File: src/rtl/pipe_pkg.sv
// Shared pipeline definitions: FSM encodings, control-bundle layout and the
// hazard-match helper used by the sequencing controller.
package pipe_pkg;

  typedef enum logic [1:0] {
    RUN   = 2'd0,
    STALL = 2'd1,
    WAIT  = 2'd2
  } state_e;

  localparam int CB_GPRWR    = 7;
  localparam int CB_BSEL     = 6;
  localparam int CB_DMWR     = 5;
  localparam int CB_MTR      = 4;
  localparam int CB_ALUOP_HI = 3;
  localparam int CB_ALUOP_LO = 0;

  localparam logic [7:0] CB_NOP   = 8'h00;
  localparam logic [4:0] REG_ZERO = 5'd0;

  typedef struct packed {
    logic pc_en;
    logic ifid_en;
    logic ifid_flush;
    logic idex_bubble;
    logic exmem_en;
    logic memwb_en;
  } pipe_ctl_t;

  // Source operand in ID reads the register the EX instruction will write.
  function automatic logic src_hit(input logic used, input logic [4:0] src,
                                   input logic [4:0] dst);
    return used && (src == dst);
  endfunction

endpackage

File: src/rtl/hazard_ctrl_wdog.sv
// Consecutive-busy-cycle counter with a sticky timeout flag; usable for any
// memory port that can stall the pipeline.
module hazard_ctrl_wdog #(
  parameter int MAX = 64
) (
  input  logic clk,
  input  logic rst_n,
  input  logic busy,
  output logic timeout
);

  localparam int CW = $clog2(MAX + 1);
  localparam logic [CW-1:0] LIM = CW'(MAX);

  logic [CW-1:0] cnt, cnt_nxt;

  assign cnt_nxt = (cnt == LIM) ? cnt : cnt + 1'b1;

  always_ff @(posedge clk or negedge rst_n) begin
    if (!rst_n) begin
      cnt     <= '0;
      timeout <= 1'b0;
    end else if (busy) begin
      cnt <= cnt_nxt;
      if (cnt_nxt == LIM) timeout <= 1'b1;
    end else begin
      cnt <= '0;
    end
  end

endmodule

File: src/rtl/hazard_ctrl.sv
// 5-stage pipeline sequencing controller: load-use stall, EX-resolved branch
// flush, data-memory freeze with watchdog. HAZARD_CTRL_BUBBLE_CNT_EN adds a
// bubble counter output.
module hazard_ctrl
  import pipe_pkg::*;
#(
  parameter int MEM_TIMEOUT = 64,
  parameter int CNT_W       = 32
) (
  input  logic             clk,
  input  logic             rst_n,
  input  logic [4:0]       i_id_rs,
  input  logic [4:0]       i_id_rt,
  input  logic             i_id_use_rs,
  input  logic             i_id_use_rt,
  input  logic [4:0]       i_ex_rd,
  input  logic             i_ex_lw,
  input  logic             i_br_taken,
  input  logic             i_dm_busy,
  output logic             o_pc_en,
  output logic             o_ifid_en,
  output logic             o_ifid_flush,
  output logic             o_idex_bubble,
  output logic             o_exmem_en,
  output logic             o_memwb_en,
  output logic             o_timeout,
`ifdef HAZARD_CTRL_BUBBLE_CNT_EN
  output logic [CNT_W-1:0] o_bubble_cnt,
`endif
  output logic [1:0]       o_state
);

  state_e    state, state_nxt;
  logic      br_pend, br_pend_nxt;
  logic      lu_hz, br;
  pipe_ctl_t ctl;

  assign lu_hz = i_ex_lw && (i_ex_rd != REG_ZERO) &&
                 (src_hit(i_id_use_rs, i_id_rs, i_ex_rd) ||
                  src_hit(i_id_use_rt, i_id_rt, i_ex_rd));
  assign br    = i_br_taken || br_pend;

  always_ff @(posedge clk or negedge rst_n) begin
    if (!rst_n) begin
      state   <= RUN;
      br_pend <= 1'b0;
    end else begin
      state   <= state_nxt;
      br_pend <= br_pend_nxt;
    end
  end

  // Decisions depend only on current inputs plus br_pend; state is kept for
  // visibility. Outputs are held low combinationally while in reset.
  always_comb begin
    ctl         = '0;
    state_nxt   = RUN;
    br_pend_nxt = br_pend;
    if (!rst_n) begin
      ctl = '0;
    end else if (i_dm_busy) begin
      state_nxt   = WAIT;
      br_pend_nxt = br_pend || i_br_taken;
    end else if (br) begin
      ctl         = '{1'b1, 1'b1, 1'b1, 1'b1, 1'b1, 1'b1};
      br_pend_nxt = 1'b0;
    end else if (lu_hz) begin
      ctl       = '{1'b0, 1'b0, 1'b0, 1'b1, 1'b1, 1'b1};
      state_nxt = STALL;
    end else begin
      ctl = '{1'b1, 1'b1, 1'b0, 1'b0, 1'b1, 1'b1};
    end
  end

  hazard_ctrl_wdog #(.MAX(MEM_TIMEOUT)) u_wdog (
    .clk     (clk),
    .rst_n   (rst_n),
    .busy    (i_dm_busy),
    .timeout (o_timeout)
  );

`ifdef HAZARD_CTRL_BUBBLE_CNT_EN
  always_ff @(posedge clk or negedge rst_n) begin
    if (!rst_n)               o_bubble_cnt <= '0;
    else if (ctl.idex_bubble) o_bubble_cnt <= o_bubble_cnt + 1'b1;
  end
`endif

  assign o_pc_en       = ctl.pc_en;
  assign o_ifid_en     = ctl.ifid_en;
  assign o_ifid_flush  = ctl.ifid_flush;
  assign o_idex_bubble = ctl.idex_bubble;
  assign o_exmem_en    = ctl.exmem_en;
  assign o_memwb_en    = ctl.memwb_en;
  assign o_state       = state;

endmodule

File: config.mk
export PLATFORM = sky130hd
export DESIGN_NAME = hazard_ctrl
export DESIGN_NICKNAME = d
export VERILOG_FILES = /design/src/rtl/pipe_pkg.sv /design/src/rtl/hazard_ctrl_wdog.sv /design/src/rtl/hazard_ctrl.sv
export SDC_FILE = /design/constraint.sdc
export NUM_CORES = 1
export LEC_CHECK = 0
export ABC_AREA = 1
export CAP_MARGIN = 20
export CORE_MARGIN = 2
export CORE_UTILIZATION = 40
export CTS_BUF_LIST = sky130_fd_sc_hd__clkbuf_16
export DETAILED_ROUTE_END_ITERATION = 8
export HOLD_SLACK_MARGIN = 0.12
export PLACE_DENSITY = 0.77
export REMOVE_ABC_BUFFERS = 1
export SLEW_MARGIN = 20
export SYNTH_ARGS = -nofsm -noshare
export SYNTH_HDL_FRONTEND = slang
export SYNTH_SLANG_ARGS = --single-unit
File: constraint.sdc
create_clock -name clk -period 3.83 [get_ports clk]
set_input_delay 1.149 -clock clk [delete_from_list [all_inputs] [get_ports clk]]
set_output_delay 1.149 -clock clk [all_outputs]
set_load 0.05 [all_outputs]
==> results of run 1 <==
-- final cells by class --
class	count	area (um^2)
well taps	27	33.78
inverters	28	105.1
clock inverters	1	3.754
repair buffers	34	390.4
multi-input cells	95	424.2
fillers	166	634.4
flip-flops and latches	11	275.3
clock buffers	3	75.07
-- worst max-delay path by stage --
stage / from / to / depth (start not counted)
finish: i_ex_rd[0] / o_ifid_en / 11
global route: i_ex_rd[3] / o_pc_en / 11
CTS: i_ex_rd[1] / o_ifid_en / 11
detailed placement: i_ex_rd[1] / o_ifid_en / 11
global placement: i_ex_rd[3] / o_ifid_en / 11
floorplan: i_dm_busy / o_ifid_en / 5
-- Yosys cell counts --
cell	count
a21oi_1	1
buf_4	2
dfrtp_1	11
ha_1	2
inv_1	28
nand2_1	50
nand2_2	1
nand3_1	7
nand3_2	1
nand4_1	3
nor2_1	23
nor2_2	2
o21ai_0	2
o21bai_1	1
xnor2_1	1
xor2_1	1
-- per-stage QoR --
step / setup slack [ns] / area (um^2) / hold WS, ns / TNS (ns) / cells
global route: 0.01787 / 1308 / 0.5111 / 0 / 199
floorplan: -0.2274 / 802.0 / 0.4653 / -0.4549 / 134
global placement: 0.1282 / 1226 / 0.4488 / 0 / 195
CTS: 0.08182 / 1305 / 0.4740 / 0 / 199
finish: 0.1096 / 1308 / 0.4728 / 0 / 199
detailed placement: 0.09309 / 1226 / 0.4566 / 0 / 195
-- power by group --
group          switching, uW  leakage [uW]  internal (uW)
registers               4.59      0.000143            121
logic                   54.2      0.000549           51.7
clock network           49.5     0.0000423            137
total                    108      0.000734            310
-- metal layers --
layer / vias to the layer above / wire [um] / global-route usage (%)
met5: - / 0 / 0
met4: 0 / 34 / 10.95
met3: 4 / 161 / 5.521
met2: 30 / 1025 / 32.66
met1: 407 / 760 / 17.22
li1: 473 / - / -
-- state kept, by name, summed over array words and instances, names as in the netlist --
name / flops
br_pend: 1
u_wdog.timeout: 1
o_state: 2
u_wdog.cnt: 7
-- worst max-delay path: stages --
cell	delay (ns)
clkdlybuf4s50_1	0.53
inv_1	0.08
nand2_1	0.06
nand2_1	0.05
nor2_1	0.11
nand3_1	0.09
nand2_1	0.11
nand2_1	0.06
nand2_1	0.07
nand2_2	0.09
buf_12	0.16
-- kinds of logic (layout without fill, tap and decap cells) --
| kind of cell | after synthesis | after routing |
|---|---|---|
| buffers and inverters | 30 | 66 |
| and+or+nand+nor | 87 | 87 |
| DFF | 11 | 11 |
| adders and majority gates | 2 | 2 |
| AOI/OAI and AO/OA | 4 | 4 |
| xor gates and xnor gates | 2 | 2 |
-- what timing repair did --
action                                  CTS  global route
resized for setup                         0             1
buffers inserted                          0             0
endpoints found under the setup margin    0             2
endpoints found under the hold margin     0             0
==> impl_metrics.yaml, run 1 <==
cts:
  clock_path_buffers: 2
  cts-buffers-inserted: 3
  clk_latency_ns: 0.24
  clock-sinks: 11
  clockRootBuffer: "clkbuf_16"
  cts_tree: "done"
  htreeDepth: 1
  holdBufCountCts: 0
  path_clk_slew_ns: 0.04
route:
  vias: 914
  wire_per_inst_um: 9.960
  ant_nets: 0
  viasPerCell: 4.593
  first_pass_iters: 4
  totalWireLength_mm: 1.982
  drc: 0
  drt_iter0_drc: 15
die:
  fp-row-count: 16
  die_height_um: 49.20
  initial_core_util_pct: 42.07
  core_area_mm2: 0.001942
  dieArea_mm2: 0.002420
  die_width_um: 49.20
  pin_count: 31
synthesis:
  synth-simple-area-share_pct: 43.64
  synth_top_area_cell: "dfrtp_1"
  ys_warn_count: 0
  synth_fa_ha_area_share_pct: 3.063
  synthXorXnorAreaFrac_pct: 2.144
  yosysSeqAreaShare_pct: 33.69
  synthMuxAreaShare_pct: 0
  synth-seq-cells: 11
  synth.distinct_cells: 16
  synth_top_area_share_pct: 33.69
  synth_compound_area_share_pct: 2.757
  synthTopCellsByArea: "dfrtp_1 34%, nand2_1 23%, inv_1 13%, nor2_1 11%, nand3_1 4.3%"
  synth_area_per_cell_um2: 6.008
  synth_top_family_by_area: "simple AND/OR/NAND/NOR gates"
  synth.cell_area_um2: 817.0
  syn_inst: 136
worst_hold_path:
  whs_path_depth: 2
  hold_start: "u_wdog.timeout"
  min_to: "u_wdog.timeout"
  hold_class: "flip-flop to flip-flop"
job:
  drv_cap: 0
timing:
  period_share_pct: 97.14
  fmax_ghz: 0.2688
  worst_clock_skew_ns: 0.003008
  final-hold-violation-count: 0
  tightestPinTransition_ns: 0.5006
  max_slew_margin_pct: 66.52
  rsz0062_at_grt: "no"
  period_needed_ns: 3.720
  finalSetupViolCount: 0
  report.final.slew_viol_count: 0
pwr:
  power_density_mw_per_mm2: 319.7
  leakage_uw: 0.0007339
  p_total_uw: 418.0
  max-vdd-ir-drop_v: 0.0001883
worst_setup_path:
  required_ns: 2.68
  crit_type: "input port to primary output"
  setup.worst_path.end_class: "primary output"
  r2r_slack_ns: 2.48
  critical_path_arrival_ns: 2.57
  critPathMaxFanout: 4
  timing.reg2reg.worst_path_depth: 10
  timing.rr.start: "u_wdog.cnt[0]"
  reg2reg_to: "u_wdog.timeout"
  start_kind: "input port"
cells_and_area:
  final_common_cell: "nand2_1"
  finish.net_count: 197
  final_core_util_pct: 67.33
  n_antenna_cell: 0
  final_cell_mix: "49 x nand2_1, 29 x inv_1, 24 x clkdlybuf4s50_1"
  layout-drive-gt1-share_pct: 10.47
  syn_to_final_growth_pct: 60.03
grt:
  grt_pass1_wl_mm: 3.312
  grt_pass1_vias: 903
  grt_overflow: 0
  antenna_found_initial: 0
  grt_use_total_pct: 17.87
  grt_max_degree: 14
placement:
  gp_congestion: 0.7942
  dp.final_hpwl_mm: 1.646
  io_buffers: 30
run_status:
  status: "completed"
Note: power is estimated with default switching activity, not from simulation.
==> run 2: changes to the inputs <==
--- a/config.mk
+++ b/config.mk
@@ -14,6 +14,7 @@
 export HOLD_SLACK_MARGIN = 0.12
 export PLACE_DENSITY = 0.77
 export REMOVE_ABC_BUFFERS = 1
+export SETUP_SLACK_MARGIN = 0.1
 export SLEW_MARGIN = 20
 export SYNTH_ARGS = -nofsm -noshare
 export SYNTH_HDL_FRONTEND = slang
==> impl_metrics.yaml, run 2 (synthesis results as in run 1) <==
run_status:
  status: "completed"
cts:
  cts_tree: "done"
  holdBufCountCts: 0
  htreeDepth: 1
  clock_path_buffers: 2
  cts-buffers-inserted: 3
  cts_setup_buffers: 0
  clock-sinks: 11
  clk_latency_ns: 0.24
  path_clk_slew_ns: 0.04
  clockRootBuffer: "clkbuf_16"
worst_setup_path:
  path_cells: "clkdlybuf4s50_1 > inv_1 > nand2_1 > nand2_1 > nor2_1 > nand3_1 > nand2_2 > nand2_1 > nand2_1 > nand2_2 > buf_12"
  critical_path_arrival_ns: 2.49
  critPathMaxStageDelay_ns: 0.49
  start_kind: "input port"
  cp_common_cell: "nand2_1"
  cp_slowest_cell: "clkdlybuf4s50_1"
  required_ns: 2.68
  critPathMaxFanout: 4
  r2r_slack_ns: 2.48
  setup.worst_path.end_class: "primary output"
  crit_type: "input port to primary output"
  timing.reg2reg.worst_path_depth: 10
grt:
  grt_pass1_wl_mm: 3.312
  antenna_found_initial: 0
  grt_use_total_pct: 17.87
  grt_max_degree: 14
  grt_overflow: 0
  grt_pass1_vias: 905
worst_hold_path:
  hold_class: "flip-flop to flip-flop"
  whs_path_depth: 2
route:
  vias: 929
  drt_iter0_drc: 12
  first_pass_iters: 4
  drc: 0
  wire_per_inst_um: 10.06
  viasPerCell: 4.668
  ant_nets: 0
  totalWireLength_mm: 2.002
timing:
  final-hold-violation-count: 0
  report.final.slew_viol_count: 0
  period_needed_ns: 3.639
  finalSetupViolCount: 0
  timing.setup.tns_ns: 0
  max_slew_margin_pct: 66.52
  fmax_ghz: 0.2748
  worst_clock_skew_ns: 0.002955
  rsz0062_at_grt: "no"
  setup_ws_ns: 0.1905
  tightestPinTransition_ns: 0.5006
  period_share_pct: 95.02
cells_and_area:
  fillCellCount: 159
  final_cell_mix: "48 x nand2_1, 29 x inv_1, 22 x nor2_1"
  n_antenna_cell: 0
  syn_to_final_growth_pct: 61.87
  final_common_cell: "nand2_1"
  finish.net_count: 197
  stdcell_count: 199
  largest_register_ffs: 7
  layout-drive-gt1-share_pct: 11.63
  largest_register: "u_wdog.cnt"
pwr:
  power_density_mw_per_mm2: 316.0
  p_total_uw: 417.9
  max-vdd-ir-drop_v: 0.0001897
  leakage_uw: 0.0007698
placement:
  dp.cells: 195
  gp_congestion: 0.7942
  pre_cts_ws_ns: 0.09309
  io_buffers: 30
  dp.final_hpwl_mm: 1.646
die:
  initial_core_util_pct: 42.07
  die_width_um: 49.20
  core_area_mm2: 0.001942
  dieArea_mm2: 0.002420
  pin_count: 31
  die_height_um: 49.20
  fp-row-count: 16
job:
  drv_cap: 0
[run 2: cell types whose count changed in the layout (fill, tap and decap cells not counted), sizes merged]
cell	delta
dlymetal6s2s	+4
clkdlybuf4s50	-4
[run 2: layer usage]
layer,GRT usage (%),share of wire (%)
met3,5.521,8.6
met4,10.95,2.1
met5,0,0
met1,17.22,37
met2,32.66,52
[run 2: critical path: cells and delay by family]
family                 cells  cell delay (ns)
and+or+nand+nor            8             0.60
buffers and inverters      3             0.75
[run 2: cell type report]
type / instances / area [um^2] / share of cell area (%)
tap: 27 / 33.78 / 2.554
multi-input combinational: 95 / 429.2 / 32.45
timing repair buffer: 34 / 400.4 / 30.27
clock buffer: 3 / 75.07 / 5.676
inverter: 28 / 105.1 / 7.947
sequential: 11 / 275.3 / 20.81
clock inverter: 1 / 3.754 / 0.2838
[run 2: final timing paths]
check                                     from             end
worst min-delay path            u_wdog.timeout  u_wdog.timeout
max in group asynchronous                rst_n   u_wdog.cnt[0]
worst min register to register  u_wdog.timeout  u_wdog.timeout
min in group asynchronous                rst_n   u_wdog.cnt[5]
worst max-delay path                i_ex_rd[2]       o_ifid_en
worst max register to register   u_wdog.cnt[0]  u_wdog.timeout
[run 2: what timing repair did]
action	CTS	global route
gates resized for setup	1	7
endpoints found under the setup margin	2	3
endpoints found under the hold margin	0	0
[run 2: where the power goes]
group          switching [uW]  internal [uW]  leakage, uW
combinational            54.6           51.4     0.000585
clock                    49.2            137    0.0000423
sequential               4.59            121     0.000143
[run 2: stage by stage]
| step | hold WS, ns | utilization, % | instance area [um^2] |
|---|---|---|---|
| floorplan | 0.4653 | - | 802.0 |
| global placement | 0.4488 | 63.14 | 1226 |
| detailed placement | 0.4566 | 63.14 | 1226 |
| CTS | 0.4740 | 67.33 | 1308 |
| global route | 0.5111 | 68.11 | 1323 |
| finish | 0.4726 | 68.11 | 1323 |
==> variant 1 (settings of run 2) <==
Build with the macro `HAZARD_CTRL_BUBBLE_CNT_EN` defined.
--- a/src/rtl/hazard_ctrl.sv
+++ b/src/rtl/hazard_ctrl.sv
@@ -3,2 +3,4 @@
 // bubble counter output.
+`define HAZARD_CTRL_BUBBLE_CNT_EN
+
 module hazard_ctrl
Check against the original RTL (old outputs only; new: o_bubble_cnt): equivalent (equiv_simple and equiv_induct, registers matched by name and starting in step).
==> variant 1 against run 2 <==
Clock skew grew 0.0028 ns. Worst setup slack gained 0.029 ns. Synthesized cell count rose to 3.4 times the old value. Synthesized area rose to 3.7 times the old value. Power increased to 3.0 times the old value. Worst hold slack gained 0.00090 ns. Sequential cell count rose by 32. Core utilization down 14 points. Cell area grew to 3.0 times the old value. Register-to-register slack got worse by 0.43 ns. Wire length grew to 4.1 times the old value. Critical path type unchanged.
==> variant 1: results (changes against run 2) <==
Setup path
  – Reg-to-Reg Start: o_bubble_cnt[0]$_DFFE_PN0P_ (was u_wdog.cnt[0]$_DFF_PN0_)
  – Critical R2R Capture: o_bubble_cnt[16]$_DFFE_PN0P_ (was u_wdog.timeout$_DFFE_PN0P_)
  – Reg2reg path depth: 8 (was 10)
  – Arr. time, crit path: 2.46 ns (was 2.49 ns)
  – Worst-case register-to-register setup slack: 2.05 ns (was 2.48 ns)
  – Worst setup path endpoint: o_pc_en (was o_ifid_en)

GRT
  – Largest net degree at the start of global routing: 46 (was 14)
  – Wire length of the first global-routing pass: 14000 um (was 3310 um)
  – Vias in the first global route: 2961 (was 905)
  – GRT Resource Usage Total: 0.206 (was 0.179)

Place
  – Pre-CTS WS: 0.0807 ns (was 0.0931 ns)
  – Port bufs: 62 (was 30)
  – Cell count after placement: 620 (was 195)
  – DP HPWL: 6190 um (was 1650 um)

Timing
  – Relative slew slack: 0.614 (was 0.665)
  – Final Skew: 0.00574 ns (was 0.00296 ns)
  – WHS: 0.473 ns (about the same)

Clock network
  – Clock latency at the later pin of the worst-skew pair: 0.28 ns (was 0.24 ns)
  – Clock buffers created by TritonCTS: 5 (was 3)

Routing
  – Drt first pass iters: 5 (was 4)
  – Detail-routed net length per standard cell: 12.9 um (was 10.1 um)

Cells and area
  – Flip-flop count of the largest register after layout: 32 (was 7)
  – Share of final-layout standard cells stronger than drive strength 1: 0.100 (was 0.116)
  – Number of nets in the final layout: 553 (was 197)

Yosys
  – Biggest area contributors in the synthesized netlist: sky130_fd_sc_hd__dfrtp_1 35%, sky130_fd_sc_hd__nand2_1 24%, sky130_fd_sc_hd__nand3_1 8.0%, sky130_fd_sc_hd__nor2_1 6.2%, sky130_fd_sc_hd__inv_1 4.6% (was sky130_fd_sc_hd__dfrtp_1 34%, sky130_fd_sc_hd__nand2_1 23%, sky130_fd_sc_hd__inv_1 13%, sky130_fd_sc_hd__nor2_1 11%, sky130_fd_sc_hd__nand3_1 4.3%)
  – Number of distinct standard cells referenced by the synthesized netlist: 31 (was 16)
  – Share of synthesized area occupied by flip-flops and latches: 0.353 (was 0.337)
  – Synth top cells by count: 193 x sky130_fd_sc_hd__nand2_1, 50 x sky130_fd_sc_hd__nor2_1, 49 x sky130_fd_sc_hd__nand3_1 (was 50 x sky130_fd_sc_hd__nand2_1, 28 x sky130_fd_sc_hd__inv_1, 23 x sky130_fd_sc_hd__nor2_1)
  – Parity-gate share of the synthesized area counting xor and xnor cells: 0.0488 (was 0.0214)

Power
  – Lkg Pwr: 1.95 nW (was 0.770 nW)

Outcome
  – Outcome: finished clean (unchanged)
variant 1: cell count changes after synthesis, moves of 8 or more:
cell	change
sky130_fd_sc_hd__nor2_1	+27
sky130_fd_sc_hd__nand2_1	+143
sky130_fd_sc_hd__dfrtp_1	+32
sky130_fd_sc_hd__xor2_1	+13
sky130_fd_sc_hd__nand3b_1	+8
sky130_fd_sc_hd__nand3_1	+42
sky130_fd_sc_hd__inv_2	+13
sky130_fd_sc_hd__inv_1	+9
sky130_fd_sc_hd__nor3_1	+11
variant 1: what timing repair did:
item,4_1_cts,5_1_grt
endpoints found under the setup margin,2,3
hold buffers,0,0
pin swaps,0,3
gates resized for setup,1,7
hold endpoints to repair,0,0
variant 1: final cells by class:
cell class                 count  area (sq um)
fill                         690          3370
multi-input combinational    358          1690
sequential                    43          1080
timing repair buffer          68           729
inverter                      52           195
clock buffer                   5           125
tap                           99           124
clock inverter                 3          23.8
variant 1: worst min-delay path, delay by kind of cell (launching register included):
| kind | cells | cell delay [ns] |
|---|---|---|
| flip-flops | 1 | 0.35 |
| buffers and inverters | 1 | 0.04 |
| AND/OR/NAND/NOR | 1 | 0.05 |
variant 1: where the power goes:
group	leakage (nW)	total [mW]	internal [mW]	switching, mW
combinational	1.30	0.304	0.109	0.196
sequential	0.585	0.516	0.478	0.0382
clock	0.0664	0.430	0.244	0.186
variant 1: routing by layer:
metal  vias up  GRT usage  share of wire
met3        13     0.0315          0.037
met5         -          0              0
met4         0     0.0682          0.016
met2        62      0.322           0.48
li1       1569          -              -
met1      1439      0.292           0.47
variant 1: kinds of logic after synthesis:
| logic type | after synthesis |
|---|---|
| buf+inv | 63 |
| compound gates | 5 |
| simple gates | 333 |
| xor+xnor | 17 |
| flops | 43 |
| fa+ha+maj | 3 |
==> variant 2 (config.mk and constraints of run 2) <==
Without the edit above. Register the outputs `o_pc_en`, `o_ifid_en`, `o_ifid_flush`, `o_idex_bubble`, `o_exmem_en` and `o_memwb_en`, cleared by the reset; this adds one clock of latency there. The other outputs are not delayed to match.
--- a/src/rtl/hazard_ctrl.sv
+++ b/src/rtl/hazard_ctrl.sv
@@ -88,8 +88,19 @@
 
-  assign o_pc_en       = ctl.pc_en;
-  assign o_ifid_en     = ctl.ifid_en;
-  assign o_ifid_flush  = ctl.ifid_flush;
-  assign o_idex_bubble = ctl.idex_bubble;
-  assign o_exmem_en    = ctl.exmem_en;
-  assign o_memwb_en    = ctl.memwb_en;
+  always_ff @(posedge clk or negedge rst_n) begin
+    if (!rst_n) begin
+      o_pc_en       <= '0;
+      o_ifid_en     <= '0;
+      o_ifid_flush  <= '0;
+      o_idex_bubble <= '0;
+      o_exmem_en    <= '0;
+      o_memwb_en    <= '0;
+    end else begin
+      o_pc_en       <= ctl.pc_en;
+      o_ifid_en     <= ctl.ifid_en;
+      o_ifid_flush  <= ctl.ifid_flush;
+      o_idex_bubble <= ctl.idex_bubble;
+      o_exmem_en    <= ctl.exmem_en;
+      o_memwb_en    <= ctl.memwb_en;
+    end
+  end
   assign o_state       = state;
Formal check against the unedited RTL: not equivalent (a bounded check fails within 4 cycles, from zero or initial values and one cycle with rst_n low).
==> variant 2 against run 2 <==
Cell area is 0.38% lower. Via count decreased by 3.6%. Wire length down 4.6%. Sequential cell count up 4. Power grew 7.6%. Worst setup slack improved by 1.1 ns. Synthesized area grew 11%. Critical path type is now reg -> out.
==> variant 2: results (changes against run 2) <==
Yosys
  – Biggest area contributors in the synthesized netlist: sky130_fd_sc_hd__dfrtp_1 41%, sky130_fd_sc_hd__nand2_1 18%, sky130_fd_sc_hd__inv_1 12%, sky130_fd_sc_hd__nor2_1 9.1%, sky130_fd_sc_hd__nand3_1 4.9% (was sky130_fd_sc_hd__dfrtp_1 34%, sky130_fd_sc_hd__nand2_1 23%, sky130_fd_sc_hd__inv_1 13%, sky130_fd_sc_hd__nor2_1 11%, sky130_fd_sc_hd__nand3_1 4.3%)
  – Portion of synthesized cell area occupied by the leading cell type: 0.412 (was 0.337)
  – Average cell area after synthesis: 6.65 sq um (was 6.01 sq um)
  – Synth top cells by count: 44 x sky130_fd_sc_hd__nand2_1, 29 x sky130_fd_sc_hd__inv_1, 22 x sky130_fd_sc_hd__nor2_1 (was 50 x sky130_fd_sc_hd__nand2_1, 28 x sky130_fd_sc_hd__inv_1, 23 x sky130_fd_sc_hd__nor2_1)
  – Asr flop ratio synth: 1.00 (unchanged)
  – Number of warnings printed during yosys synthesis: 0 (unchanged)
  – Share of synthesized area occupied by flip-flops and latches: 0.412 (was 0.337)

Routing
  – Initial detailed-routing violation count: 16 (was 12)
  – Wirelength, routed: 1910 um (was 2000 um)
  – Detail-routed net length per standard cell: 9.64 um (was 10.1 um)
  – Total vias in the final route: 896 (was 929)
  – Drt first pass iters: 4 (unchanged)

GRT
  – Met2 layer usage reported by global route: 0.312 (was 0.327)
  – Vias in the first global route: 851 (was 905)
  – Wire length of the first global-routing pass: 3170 um (was 3310 um)
  – Met3 capacity usage during global routing: 0.0259 (was 0.0552)
  – Largest net degree at the start of global routing: 19 (was 14)
  – Global routing usage on met1: 0.164 (was 0.172)
  – GRT Resource Usage Total: 0.157 (was 0.179)

Setup path
  – Worst-case register-to-register setup slack: 2.43 ns (was 2.48 ns)
  – Reg2reg path depth: 9 (was 10)
  – Critical R2R Capture: u_wdog.timeout$_DFFE_PN0P_ (unchanged)
  – Arr. time, crit path: 1.39 ns (was 2.49 ns)
  – Biggest cell delay along the critical path: 0.81 ns (was 0.49 ns)
  – Critical path peak fanout: 2 (was 4)
  – Critical path startpoint: o_exmem_en$_DFF_PN0_ (was i_ex_rd[2])
  – Worst setup path endpoint: o_memwb_en (was o_ifid_en)

Clock network
  – Clock buffers created by TritonCTS: 3 (unchanged)
  – Number of gates resized after cts: 0 (was 1)
  – Maximum level of the CTS H-tree: 1 (unchanged)

Place
  – Total placed instance area: 1240 sq um (was 1230 sq um)
  – GP Congestion: 0.698 (was 0.794)
  – DP HPWL: 1630 um (was 1650 um)
  – Pre-CTS WS: 1.40 ns (was 0.0931 ns)
  – Cell count after placement: 194 (was 195)

Timing
  – Final Skew: 0.000342 ns (was 0.00296 ns)
  – Relative slew slack: 0.662 (was 0.665)
  – Maximum achievable frequency: 394 MHz (was 275 MHz)

Outcome
  – Outcome: finished clean (unchanged)

Cells and area
  – Share of final-layout standard cells stronger than drive strength 1: 0.0471 (was 0.116)
  – Number of nets in the final layout: 195 (was 197)

Power
  – Lkg Pwr: 0.726 nW (was 0.770 nW)
-- variant 2: worst min path at each step --
stage	from	to	slack, ns	cells after the start
6_report	u_wdog.timeout$_DFFE_PN0P_	u_wdog.timeout$_DFFE_PN0P_	0.47	2
3_5_place_dp	u_wdog.timeout$_DFFE_PN0P_	u_wdog.timeout$_DFFE_PN0P_	0.46	2
2_1_floorplan	br_pend$_DFFE_PN0P_	br_pend$_DFFE_PN0P_	0.47	2
4_1_cts	u_wdog.timeout$_DFFE_PN0P_	u_wdog.timeout$_DFFE_PN0P_	0.48	2
5_1_grt	u_wdog.timeout$_DFFE_PN0P_	u_wdog.timeout$_DFFE_PN0P_	0.51	2
3_3_place_gp	u_wdog.timeout$_DFFE_PN0P_	u_wdog.timeout$_DFFE_PN0P_	0.45	2
-- variant 2: cells by family after synthesis --
| kind of cell | Yosys count | synth area share |
|---|---|---|
| AOI/OAI and AO/OA | 4 | 0.0220 |
| adders and majority gates | 2 | 0.0275 |
| xor gates and xnor gates | 2 | 0.0192 |
| and+or+nand+nor | 82 | 0.379 |
| buffers and inverters | 32 | 0.140 |
| DFF | 15 | 0.412 |
-- variant 2: power by group --
part / internal, mW / switching, mW
registers: 0.166 / 0.00494
clock network: 0.138 / 0.0561
logic: 0.0390 / 0.0464
-- variant 2: final cells by class --
type                    instances  area [sq um]
clock buffers                   3          75.1
clock inverters                 1          3.75
fillers                       210           873
inverters                      30           113
multi-input cells              90           408
flip-flops and latches         15           375
well taps                      28          35.0
repair buffers                 31           308
-- variant 2: metal layers --
layer  vias up  routed length [um]
li1        468                   -
met5         -                   0
met4         0                  36
met1       394                 739
met2        28                1040
met3         6                  93
